--- src/rtl/shoe_dealer.sv ---
// Card shoe for the baccarat datapath: deals rank codes 1..13 without replacement,
// seeded by a free-running rank counter and skipping forward past exhausted ranks.
module shoe_dealer #(
  parameter int NUM_DECKS = 1
) (
  input  logic       clock,
  input  logic       reset,
  input  logic       deal_req,
  input  logic       shuffle,
  output logic [3:0] card,
  output logic       card_valid,
  output logic       deal_err,
  output logic       busy,
  output logic       shoe_empty,
  output logic [8:0] cards_left
);

  localparam logic [5:0] RANK_FULL = 6'(4 * NUM_DECKS);
  localparam logic [8:0] SHOE_FULL = 9'(52 * NUM_DECKS);

  typedef enum logic {IDLE, SEARCH} state_t;

  state_t            state_reg, state_next;
  logic [3:0]        rank_ctr_reg;
  logic [3:0]        cand_reg;
  logic [3:0]        card_reg;
  logic              card_valid_reg;
  logic              deal_err_reg;
  logic [8:0]        cards_left_reg;
  logic [12:0][5:0]  count;
  logic              cand_avail;
  logic              start_deal;
  logic              take_card;
  logic              skip_rank;

  // Is there still a card of the rank currently under examination?
  always_comb begin
    cand_avail = 1'b0;
    for (int i = 0; i < 13; i++) begin
      if (cand_reg == 4'(i + 1) && count[i] != 6'd0) cand_avail = 1'b1;
    end
  end

  assign start_deal = (state_reg == IDLE)   && !shuffle && deal_req && !shoe_empty;
  assign take_card  = (state_reg == SEARCH) && !shuffle && cand_avail;
  assign skip_rank  = (state_reg == SEARCH) && !shuffle && !cand_avail;

  // State register
  always_ff @(posedge clock or posedge reset) begin
    if (reset) state_reg <= IDLE;
    else       state_reg <= state_next;
  end

  // Next-state logic
  always_comb begin
    state_next = state_reg;
    case (state_reg)
      IDLE:    if (start_deal) state_next = SEARCH;
      SEARCH:  if (shuffle || cand_avail) state_next = IDLE;
      default: state_next = IDLE;
    endcase
  end

  // Output decode
  always_comb begin
    busy = (state_reg == SEARCH);
  end

  // Free-running randomness source; cycles 1..13 regardless of state.
  always_ff @(posedge clock or posedge reset) begin
    if (reset)                      rank_ctr_reg <= 4'd1;
    else if (rank_ctr_reg == 4'd13) rank_ctr_reg <= 4'd1;
    else                            rank_ctr_reg <= rank_ctr_reg + 4'd1;
  end

  always_ff @(posedge clock or posedge reset) begin
    if (reset)           cand_reg <= 4'd1;
    else if (start_deal) cand_reg <= rank_ctr_reg;
    else if (skip_rank)  cand_reg <= (cand_reg == 4'd13) ? 4'd1 : cand_reg + 4'd1;
  end

  // One counter per rank; only the rank being dealt is decremented.
  generate
    for (genvar gi = 0; gi < 13; gi++) begin : g_rank
      logic [5:0] cnt_reg;
      always_ff @(posedge clock or posedge reset) begin
        if (reset)                                         cnt_reg <= RANK_FULL;
        else if (shuffle)                                  cnt_reg <= RANK_FULL;
        else if (take_card && cand_reg == 4'(gi + 1) && cnt_reg != 6'd0)
                                                           cnt_reg <= cnt_reg - 6'd1;
      end
      assign count[gi] = cnt_reg;
    end
  endgenerate

  always_ff @(posedge clock or posedge reset) begin
    if (reset) begin
      cards_left_reg <= SHOE_FULL;
      card_reg       <= 4'd0;
      card_valid_reg <= 1'b0;
      deal_err_reg   <= 1'b0;
    end else begin
      card_valid_reg <= take_card;
      deal_err_reg   <= (state_reg == IDLE) && !shuffle && deal_req && shoe_empty;
      if (shuffle) begin
        cards_left_reg <= SHOE_FULL;
        card_reg       <= 4'd0;
      end else if (take_card) begin
        cards_left_reg <= cards_left_reg - 9'd1;
        card_reg       <= cand_reg;
      end
    end
  end

  assign card       = card_reg;
  assign card_valid = card_valid_reg;
  assign deal_err   = deal_err_reg;
  assign cards_left = cards_left_reg;
  assign shoe_empty = (cards_left_reg == 9'd0);

endmodule

--- config.mk ---
export PLATFORM = sky130hd
export DESIGN_NAME = shoe_dealer
export DESIGN_NICKNAME = d
export VERILOG_FILES = /design/src/rtl/shoe_dealer.sv
export SDC_FILE = /design/constraint.sdc
export NUM_CORES = 1
export LEC_CHECK = 0
export CAP_MARGIN = 40
export CORE_MARGIN = 2
export CORE_UTILIZATION = 53
export CTS_BUF_LIST = sky130_fd_sc_hd__clkbuf_16
export CTS_CLUSTER_SIZE = 24
export DETAILED_ROUTE_END_ITERATION = 10
export GPL_TIMING_DRIVEN = 0
export PLACE_DENSITY = 0.73
export SLEW_MARGIN = 20
export SYNTH_ARGS = -nofsm -noshare
export SYNTH_HDL_FRONTEND = slang
export SYNTH_SLANG_ARGS = --single-unit
--- constraint.sdc ---
create_clock -name clock -period 3.1 [get_ports clock]
set_clock_uncertainty 0.15 [all_clocks]
set_input_delay 0.465 -clock clock [delete_from_list [all_inputs] [get_ports clock]]
set_output_delay 0.465 -clock clock [all_outputs]
set_load 0.02 [all_outputs]
Yosys cells after proc, flatten, opt, wreduce, memory -nomap -nowiden
Index checks and enable logic that the tools add are counted.
Widths: inputs -> output; s select.
- bits in latches: 0
- memories kept: 0
- word-level logic and storage cells: 180
- flip-flop bits (word level): 102
- bits in writable memories: 0
- ROM bits: 0
- eq/ne operators: 14
- div/mod/pow operators: 0
- shift-type cells: 0
- bitwise gates (word level): 1
- multiplexer cells: 50
- order comparisons: 0
- multipliers: 0
- add/subtract/negate cells: 16
- reduce and logical (&&, ||, !) cells: 79
- operators by type and width (kind ; count):
    $mux 6 ; 26
    $reduce_bool 6->1 ; 13
    $sub 6x1->6 const B ; 13
    $logic_and 1x1->1 ; 46
    $reduce_bool 2->1 ; 15
    $eq 4x4->1 const B ; 7
    $mux 4 ; 6
    $mux 9 ; 2
    $eq 4x3->1 const B ; 4
    $mux 1 ; 15
    $logic_not 9->1 ; 1
    $sub 9x1->9 const B ; 1
    $add 4x1->4 const B ; 2
    $eq 4x2->1 const B ; 2
    $eq 4x1->1 const B ; 1
    $logic_not 1->1 ; 3
    $pmux 1 s2 ; 1
    $logic_or 1x1->1 ; 1
    $not 1->1 ; 1

Logic depth before layout (Yosys ltp)
Gate-level depths: netlist of the first run.
- depth after elaboration: 20
- depth in mapped cells: 10
- mapped depth without buffers: 8

Worst setup path before layout of the first run
Ideal clock, no wire load.
- kind: reg2reg
- start: reg cards_left_reg[3], in the netlist cards_left[3]
- end: reg cand_reg[0]
- stages on the path, launching flop included: 6
- data required time: 2871 ps
- buffers on the path: 0
- setup time: 79 ps
- clock period less this slack: 2452 ps
- path slack: 648 ps
- arrival: 2224 ps
- cell sequence: dfrtp_1 -> or4_4 -> nor4_2 -> nor2_1 -> a311o_1 -> o211a_1
- word-level cells in the longest chain between the ends: 4
- RTL lines (element ; RTL line ; text):
    start: declaration ; 29 ; logic [8:0] cards_left_reg;
    start signal: assignment ; 109 ; cards_left_reg <= cards_left_reg - 9'd1;
    $logic_not 9->1 * ; 119 ; assign shoe_empty = (cards_left_reg == 9'd0);
    named net shoe_empty ; 14 ; output logic shoe_empty,
    $logic_not 1->1 * ; 44 ; assign start_deal = (state_reg == IDLE) && !shuffle && deal_req && !shoe_empty;
    $logic_and 1x1->1 * ; 44 ;
    $mux 4 / $reduce_bool 2->1 (equally long branches) ; -- ;
    end signal: assignment ; 78 ; else if (start_deal) cand_reg <= rank_ctr_reg;
    end signal: assignment ; 79 ; else if (skip_rank) cand_reg <= (cand_reg == 4'd13) ? 4'd1 : cand_reg + 4'd1;
    end: declaration ; 25 ; logic [3:0] cand_reg;
Mark *: on every way through the listed nets, which the timed path passes. The rest lies on a longest branch.
A chain may end at the register's enable or synchronous reset.

Worst setup path in the final report of the first run
- start: reg cards_left_reg[3], in the netlist cards_left[3]
- end: out shoe_empty
- word-level cells in the longest chain between the ends: 1
- RTL lines (element ; RTL line):
    $logic_not 9->1 ; 119
    end: declaration ; 14
No other way between the ends.

==> results.json, run 1 <==
{
  "period_share_pct": 95.7,
  "synth_compound_area_share_pct": 11.3,
  "viasPerCell": 5.66,
  "synthXorXnorAreaFrac_pct": 8.18,
  "worst_pin_slew_ns": 0.743,
  "async_reset_ff_share_pct": 100,
  "path_max_fanout": 6,
  "cts_sinks": 102,
  "start_kind": "flop",
  "rows": 37,
  "layout_commonest_cell": "nor2_1",
  "worstPathArrival_ns": 2.35,
  "final-max-slew-violation-count": 0,
  "timing.fmax_mhz": 337,
  "status": "complete, no violations",
  "fin_setup_tns_ns": 0,
  "drc": 0,
  "cap_violations": 0,
  "yosys-top-cells-area": "dfrtp_1, dfstp_2, nor2_1",
  "finalNonFillerCells": 760,
  "io_pins": 21,
  "syn-cell-area_mm2": 0.00567,
  "required_ns": 2.48,
  "cts_tree": "yes",
  "die-area_mm2": 0.0115,
  "end_kind": "output pin",
  "globalRouteTotalUtil_pct": 22.9,
  "p_leak_uw": 0.00271,
  "antenna_found_initial": 0,
  "drive_gt1_share_pct": 11.1,
  "clockRootBuffer": "clkbuf_16",
  "layout_common_cells": "nor2_1, dfrtp_1, inv_1",
  "yosysWarnings": 0,
  "grt_pass1_vias": 4232,
  "clk_latency_ns": 0.35,
  "synth_edf_count": 0,
  "power.density_mw_per_mm2": 574,
  "grt_setup_unrepaired": "false",
  "nets": 650,
  "dp.final_hpwl_um": 8460,
  "finalCriticalPeriod_ns": 2.97,
  "postRouteAntennaNets": 0,
  "largest_register_ffs": 78,
  "htree_levels": 3,
  "synthSimpleGateAreaFrac_pct": 22.1,
  "path_clk_slew_ns": 0.07,
  "grt_max_degree": 35,
  "dieHeight_um": 107,
  "post-cts-setup-buffers": 0,
  "gr-usage-met3_pct": 5.08,
  "drtIter0Drc": 226,
  "fin_ws_ns": 0.134,
  "cts_max_path_buffers": 2,
  "ys.flop_type": "dfrtp_1",
  "syn2layout_area_growth_pct": 12.9,
  "cts_buffers": 9,
  "synth_top_cell_by_area": "dfrtp_1",
  "dieWidth_um": 107,
  "overflow": 0,
  "synth_top_family_by_area": "simple AND/OR/NAND/NOR gates",
  "netlist-cell-type-count": 59,
  "drt_wl_total_um": 12200,
  "netlist_instances": 585,
  "pre_cts_slack_ns": 0.0945,
  "grt-busiest-layer": "met2",
  "synth_top_area_share_pct": 37.1,
  "power_uw": 3680,
  "met2_usage_pct": 38.4,
  "dr.pass1.iters": 5,
  "dpl.cell_count": 744,
  "synthAdderAreaFrac_pct": 5.96,
  "seq_area_frac_synth_pct": 45.4,
  "synth_mux_area_share_pct": 2.63,
  "post-route-util_pct": 61.8,
  "slew_headroom_pct": 50.4,
  "portBuffers": 20,
  "hold_viol_final": 0,
  "min_path_type": "in2async",
  "gp_congestion": 0.815,
  "syn_nets": 616,
  "use_met1_pct": 30.5,
  "ir_worst_vdd_mv": 0.392,
  "critical_path_class": "reg2out",
  "diodes": 0,
  "grt_pass1_wl_um": 20800,
  "setup-violations-final": 0,
  "drt-wirelength-per-cell_um": 16.1,
  "core_area_mm2": 0.0104,
  "ys_ff_latch": 102,
  "vias": 4300,
  "synth.avg_cell_area_um2": 9.70,
  "start_util_pct": 54.7
}
-- final timing paths --
path / depth (start not counted) / to / startpoint / slack (ns)
worst max-delay path: 3 / shoe_empty / cards_left[3] / 0.13
worst min-delay path: 2 / g_rank[2].cnt_reg[0] / reset / 0.28
worst max register to register: 8 / cards_left[7] / cand_reg[0] / 0.50
worst min register to register: 1 / rank_ctr_reg[0] / rank_ctr_reg[0] / 0.37
max in group asynchronous: 4 / g_rank[10].cnt_reg[2] / reset / 1.74
min in group clock: 1 / rank_ctr_reg[0] / rank_ctr_reg[0] / 0.37
-- cells in the mapped netlist, types with 12 or more instances --
cell type and number:
nor3_1 13, inv_1 34, a211oi_1 15, nand3_1 24
nor2_1 111, clkbuf_1 12, dfrtp_1 84, a21oi_1 20
nand2_1 31, o21bai_1 13, xnor2_1 21, ha_1 27
xor2_1 32, dfstp_2 18, and3_1 14
-- metal layers --
metal	vias to the layer above	share of wire [%]
met2	99	48
met5	-	0
met1	2130	46
li1	2056	-
met3	15	4.5
met4	0	1.0
-- kinds of logic (layout without fill, tap and decap cells) --
kind of cell | after synthesis | in the layout
compound gates | 81 | 81
buf+inv | 57 | 96
mux | 14 | 14
xor+xnor | 53 | 53
simple gates | 251 | 251
fa+ha+maj | 27 | 27
flops | 102 | 102
-- power breakdown --
part / switching, µW / internal, µW / leakage [µW]
registers: 78.4 / 1420 / 0.00134
clock network: 500 / 620 / 0.000143
logic: 641 / 418 / 0.00123
total: 1220 / 2460 / 0.00271
-- what timing repair did --
item | 4_1_cts | 5_1_grt
endpoints found under the setup margin | 0 | 1
resized for setup | 0 | 1
hold buffers | 0 | 0
-- worst max-delay path: stages (launching register included) --
cell	delay, ns
dfrtp_1	0.44
or4_4	0.59
nor4_4	0.31
clkdlybuf4s50_1	0.67
-- stage by stage --
| step | instance area (µm²) | hold slack [ns] |
|---|---|---|
| global route | 6400 | 0.301 |
| finish | 6400 | 0.282 |
| CTS | 6400 | 0.287 |
| global placement | 6050 | 0.346 |
| detailed placement | 6110 | 0.360 |
| floorplan | 5680 | 0.321 |
-- cell type report --
class / count / area (µm²)
Clock buffer: 9 / 225
Fill cell: 872 / 3970
Buffer: 23 / 128
Timing Repair Buffer: 23 / 260
Clock inverter: 7 / 65.1
Sequential cell: 102 / 2570
Multi-Input combinational cell: 426 / 2850
Tap cell: 136 / 170
Inverter: 34 / 131
Note: power is estimated with default switching activity, not from simulation.
==> run 2, diff against run 1 <==
--- a/config.mk
+++ b/config.mk
@@ -5,14 +5,14 @@
 export SDC_FILE = /design/constraint.sdc
 export NUM_CORES = 1
 export LEC_CHECK = 0
-export CAP_MARGIN = 40
+export CAP_MARGIN = 0
 export CORE_MARGIN = 2
 export CORE_UTILIZATION = 53
 export CTS_BUF_LIST = sky130_fd_sc_hd__clkbuf_16
 export CTS_CLUSTER_SIZE = 24
 export DETAILED_ROUTE_END_ITERATION = 10
 export GPL_TIMING_DRIVEN = 0
-export PLACE_DENSITY = 0.73
+export PLACE_DENSITY = 0.71
 export SLEW_MARGIN = 20
 export SYNTH_ARGS = -nofsm -noshare
 export SYNTH_HDL_FRONTEND = slang
==> constraint.sdc (replaced) <==
create_clock -name clock -period 3.8 [get_ports clock]
set_clock_uncertainty 0.15 [all_clocks]
set_input_delay 0.57 -clock clock [delete_from_list [all_inputs] [get_ports clock]]
set_output_delay 0.57 -clock clock [all_outputs]
set_load 0.02 [all_outputs]
==> run 2 against run 1 <==
Count of clock-buffer cells in the layout unchanged. Setup slack better by 0.49 ns. Clock power about the same. Cell count down 0.26%. Hold slack better by 0.091 ns. Combinational power down 20%. Critical path type unchanged. Largest cell class unchanged.
==> results.json, run 2 (synthesized netlist as in run 1, its figures left out) <==
{
  "status": "complete, no violations",
  "cts_tree": "yes",
  "vias": 4235,
  "gr-usage-met3_pct": 4.06,
  "core_area_mm2": 0.0104,
  "required_ns": 3.08,
  "crit_path_top_delay_cell": "clkdlybuf4s50_1",
  "grt_max_degree": 56,
  "diodes": 0,
  "drive_gt1_share_pct": 10.9,
  "finalCriticalPeriod_ns": 3.17,
  "globalRouteTotalUtil_pct": 22.8,
  "clockRootBuffer": "clkbuf_16",
  "largest_register_ffs": 78,
  "dieWidth_um": 107,
  "min_path_type": "reg2reg",
  "fin_setup_tns_ns": 0,
  "syn2layout_area_growth_pct": 13.6,
  "gp_congestion": 0.814,
  "worstPathArrival_ns": 2.45,
  "grt_setup_unrepaired": "false",
  "die-area_mm2": 0.0115,
  "timing.fmax_mhz": 315,
  "period_share_pct": 83.5,
  "grt_pass1_vias": 4247,
  "cap_violations": 0,
  "postCtsHoldBufs": 0,
  "rows": 37,
  "start_util_pct": 54.7,
  "cts_buffers": 9,
  "p_sw_uw": 992,
  "p_sw_share_pct": 31.0,
  "layout_common_cells": "nor2_1, dfrtp_1, inv_1",
  "dp.final_hpwl_um": 8260,
  "ir_worst_vdd_mv": 0.331,
  "cp_cell_sequence": "or4_4, nor4_2, clkdlybuf4s50_1",
  "power_frac_comb_pct": 26.4,
  "final-max-slew-violation-count": 0,
  "place_area_mm2": 0.00607,
  "postRouteAntennaNets": 0,
  "antenna_found_initial": 0,
  "pwr-share-seq_pct": 38.1,
  "post-cts-setup-buffers": 0,
  "slew_headroom_pct": 47.8,
  "critical_path_class": "reg2out",
  "nets": 648,
  "met2_usage_pct": 38.5,
  "worst_pin_slew_ns": 0.783,
  "io_pins": 21,
  "hold_viol_final": 0,
  "setup-violations-final": 0,
  "path_max_fanout": 6,
  "portBuffers": 20,
  "dr.pass1.iters": 5,
  "start_kind": "flop",
  "drtIter0Drc": 249,
  "p_leak_uw": 0.00273,
  "drt_wl_total_um": 11900,
  "layout_commonest_cell": "nor2_1",
  "p_int_uw": 2210,
  "overflow": 0,
  "use_met1_pct": 30.4,
  "crit_buf_inv": 1,
  "whs_ns": 0.373,
  "clk_latency_ns": 0.35,
  "postCtsResizedCells": 0,
  "path_clk_slew_ns": 0.07,
  "dpl.cell_count": 742,
  "htree_levels": 3,
  "dieHeight_um": 107,
  "fin_area_mm2": 0.00644,
  "cts_max_path_buffers": 2,
  "drt-wirelength-per-cell_um": 15.7,
  "finalNonFillerCells": 758,
  "power.density_mw_per_mm2": 497,
  "end_kind": "output pin",
  "viasPerCell": 5.59,
  "critPathMaxStageDelay_ns": 0.68,
  "grt-busiest-layer": "met2",
  "grt_pass1_wl_um": 20700,
  "cts_sinks": 102,
  "crit_family": "simple AND/OR/NAND/NOR gates",
  "drc": 0,
  "power_uw": 3200,
  "pwr-share-clk_pct": 35.5
}
## run 2: power by group through the flow
stage                     clock network (µW)  logic (µW)  registers [µW]
after floorplan                            0         573            1260
after global placement                     0         822            1240
after detailed placement                   0         837            1240
after CTS                               1160         842            1220
after global routing                    1190         932            1230
final                                   1130         846            1220
## run 2: worst paths after layout
path	startpoint	depth (start not counted)	slack, ns	end
min	rank_ctr_reg[0]	1	0.37	rank_ctr_reg[0]
max	cards_left[3]	3	0.63	shoe_empty
min reg2reg	rank_ctr_reg[0]	1	0.37	rank_ctr_reg[0]
min in group asynchronous	reset	2	0.47	g_rank[7].cnt_reg[0]
max in group asynchronous	reset	3	2.36	g_rank[11].cnt_reg[2]
max reg2reg	cand_reg[0]	8	1.16	cards_left[7]
## run 2: worst reg2reg max path, cell delays in order, from the launching register on
cell and delay [ns]:
dfstp_2 0.54, buf_2 0.19, nand2_1 0.14, a211oi_1 0.36, nor2_1 0.12, and4_4 0.21
buf_6 0.14, a2111oi_4 0.30, mux2_1 0.35
## run 2: stage by stage
| stage | worst slack (ns) | utilization, % |
|---|---|---|
| 2_1_floorplan | 0.434 | - |
| 3_3_place_gp | -1.15 | 58.3 |
| 3_5_place_dp | 0.766 | 58.6 |
| 4_1_cts | 0.623 | 62.2 |
| 5_1_grt | 0.510 | 62.2 |
| 6_report | 0.627 | 62.2 |
## run 2: final cells by class
cell class	instances	area (µm²)
Sequential cell	102	2570
Clock inverter	7	145
Multi-Input combinational cell	426	2840
Tap cell	136	170
Fill cell	865	3930
Buffer	23	128
Inverter	34	133
Clock buffer	9	225
Timing Repair Buffer	21	228
## run 2: layer usage
metal	vias up	share of wire (%)
li1	2052	-
met1	2093	46
met2	76	49
met3	14	3.6
met4	0	1.3
met5	-	0
==> run 3, diff against run 2 <==
--- a/config.mk
+++ b/config.mk
@@ -12,7 +12,7 @@
 export CTS_CLUSTER_SIZE = 24
 export DETAILED_ROUTE_END_ITERATION = 10
 export GPL_TIMING_DRIVEN = 0
-export PLACE_DENSITY = 0.71
+export PLACE_DENSITY = 0.73
 export SLEW_MARGIN = 20
 export SYNTH_ARGS = -nofsm -noshare
 export SYNTH_HDL_FRONTEND = slang
==> constraint.sdc (replaced) <==
create_clock -name clock -period 2.55 [get_ports clock]
set_clock_uncertainty 0.15 [all_clocks]
set_input_delay 0.3825 -clock clock [delete_from_list [all_inputs] [get_ports clock]]
set_output_delay 0.3825 -clock clock [all_outputs]
set_load 0.02 [all_outputs]
==> run 3 against run 2 <==
Wire length grew 2.6%. Via count rose by 1.3%. Critical endpoint is now cards_left[8]. Utilization rose by 0.30 points. Critical path type is now reg2reg.
==> results.json, run 3 (synthesized netlist as in run 1, its figures left out) <==
{
  "status": "complete, no violations",
  "final-max-slew-violation-count": 0,
  "htree_levels": 3,
  "globalRouteTotalUtil_pct": 23.0,
  "required_ns": 2.63,
  "postCtsHoldBufs": 0,
  "finalNonFillerCells": 760,
  "ir_worst_vdd_mv": 0.475,
  "grt_pass1_vias": 4244,
  "clk_latency_ns": 0.35,
  "setup-violations-final": 0,
  "reg2reg_from": "g_rank[2].cnt_reg[0]",
  "power_uw": 4500,
  "slew_headroom_pct": 53.0,
  "grt_pass1_wl_um": 20900,
  "drc": 0,
  "period_share_pct": 96.5,
  "worstPathArrival_ns": 2.54,
  "worst_pin_slew_ns": 0.705,
  "dp.final_hpwl_um": 8460,
  "timing.fmax_mhz": 407,
  "dpl.cell_count": 744,
  "drtIter0Drc": 256,
  "clockRootBuffer": "clkbuf_16",
  "drt_wl_total_um": 12200,
  "start_kind": "flop",
  "core_area_mm2": 0.0104,
  "cts_buffers": 9,
  "post-route-util_pct": 62.5,
  "layout_common_cells": "nor2_1, dfrtp_1, inv_1",
  "critical_path_class": "reg2reg",
  "multiInputGateArea_mm2": 0.00292,
  "cts_max_path_buffers": 2,
  "critPathLaunch": "g_rank[2].cnt_reg[0]",
  "power.density_mw_per_mm2": 695,
  "finalCriticalPeriod_ns": 2.46,
  "gp_congestion": 0.815,
  "die-area_mm2": 0.0115,
  "cp_cell_sequence": "inv_1, ha_1, or4b_1, o211ai_2, o2111a_4, buf_6, a21oi_1, mux2_1",
  "drive_gt1_share_pct": 12.3,
  "whs_ns": 0.200,
  "overflow": 0,
  "start_util_pct": 54.7,
  "layout_commonest_cell": "nor2_1",
  "ff_latch_area_mm2": 0.00257,
  "crit_path_top_delay_cell": "or4b_1",
  "crit_family": "compound AO/OA/AOI/OAI gates",
  "dieWidth_um": 107,
  "dr.pass1.iters": 5,
  "portBuffers": 20,
  "grt_max_degree": 35,
  "worst-path-stages": 8,
  "path_max_fanout": 10,
  "drt-wirelength-per-cell_um": 16.1,
  "io_pins": 21,
  "viasPerCell": 5.64,
  "crit_buf_inv": 2,
  "path_clk_slew_ns": 0.06,
  "dieHeight_um": 107,
  "min_path_type": "in2async",
  "nFillCells": 867,
  "end_kind": "flop",
  "rows": 37,
  "worstReg2RegEnd": "cards_left[8]",
  "postRouteAntennaNets": 0,
  "p_leak_uw": 0.00272,
  "critPathMaxStageDelay_ns": 0.48,
  "syn2layout_area_growth_pct": 14.2,
  "antenna_found_initial": 0,
  "cap_violations": 0,
  "diodes": 0,
  "largest_register_ffs": 78,
  "ff2ff_path_depth": 8,
  "nets": 650,
  "grt_setup_unrepaired": "true",
  "cts_tree": "yes",
  "cp-endpoint": "cards_left[8]",
  "cts_sinks": 102,
  "vias": 4289,
  "rrSetupSlack_ns": 0.09,
  "hold_viol_final": 0
}
## run 3: changes by cell type in the layout (fill, tap and decap cells not counted), moves of 2 or more
cell / delta
a311oi_2: -3
a311oi_4: +3
buf_12: +3
bufinv_16: -3
clkinv_2: +3
inv_6: -2
nand2_1: -2
nand2_2: +2
nor4_1: -2
## run 3: worst min path at each step
stage                    start                    to  slack (ns)  depth (start not counted)
6_report                 reset  g_rank[2].cnt_reg[0]        0.20                          2
3_5_place_dp   rank_ctr_reg[0]       rank_ctr_reg[0]        0.36                          1
5_1_grt                  reset            card_valid        0.22                          2
4_1_cts                  reset            card_valid        0.20                          2
2_1_floorplan  rank_ctr_reg[0]       rank_ctr_reg[0]        0.32                          1
3_3_place_gp   rank_ctr_reg[0]       rank_ctr_reg[0]        0.35                          1
## run 3: per-stage QoR
stage	setup WS, ns	TNS, ns	cell area, µm²
2_1_floorplan	0.0978	0	5680
6_report	0.0904	0	6480
3_3_place_gp	-0.276	-30.90	6050
5_1_grt	-0.00455	-0.00455	6480
3_5_place_dp	-0.373	-14.51	6110
4_1_cts	0.00249	0	6410
## run 3: timing repair
action / CTS / global route
endpoints found under the setup margin: 2 / 28
buffers inserted: 0 / 0
pin swaps: 0 / 4
hold endpoints to repair: 0 / 0
gates resized for setup: 5 / 12
## run 3: area by class of cell
type | count | share of cell area [%]
clock inverters | 7 | 1.00
multi-input cells | 426 | 45.0
inverters | 34 | 2.03
well taps | 136 | 2.63
flip-flops and latches | 102 | 39.8
plain buffers | 23 | 2.03
clock buffers | 9 | 3.48
repair buffers | 23 | 4.04
## run 3: routing by layer
metal | GRT usage, % | vias to the layer above | part of all wire, %
li1 | - | 2059 | -
met1 | 30.7 | 2128 | 45
met2 | 38.7 | 85 | 50
met3 | 4.90 | 17 | 4.0
met4 | 5.31 | 0 | 1.2
met5 | 0 | - | 0
## run 3: power by group
| part | internal [µW] | switching [µW] | total (µW) |
|---|---|---|---|
| registers | 1730 | 94.0 | 1820 |
| clock network | 754 | 609 | 1360 |
| logic | 521 | 792 | 1310 |
| total | 3000 | 1490 | 4500 |
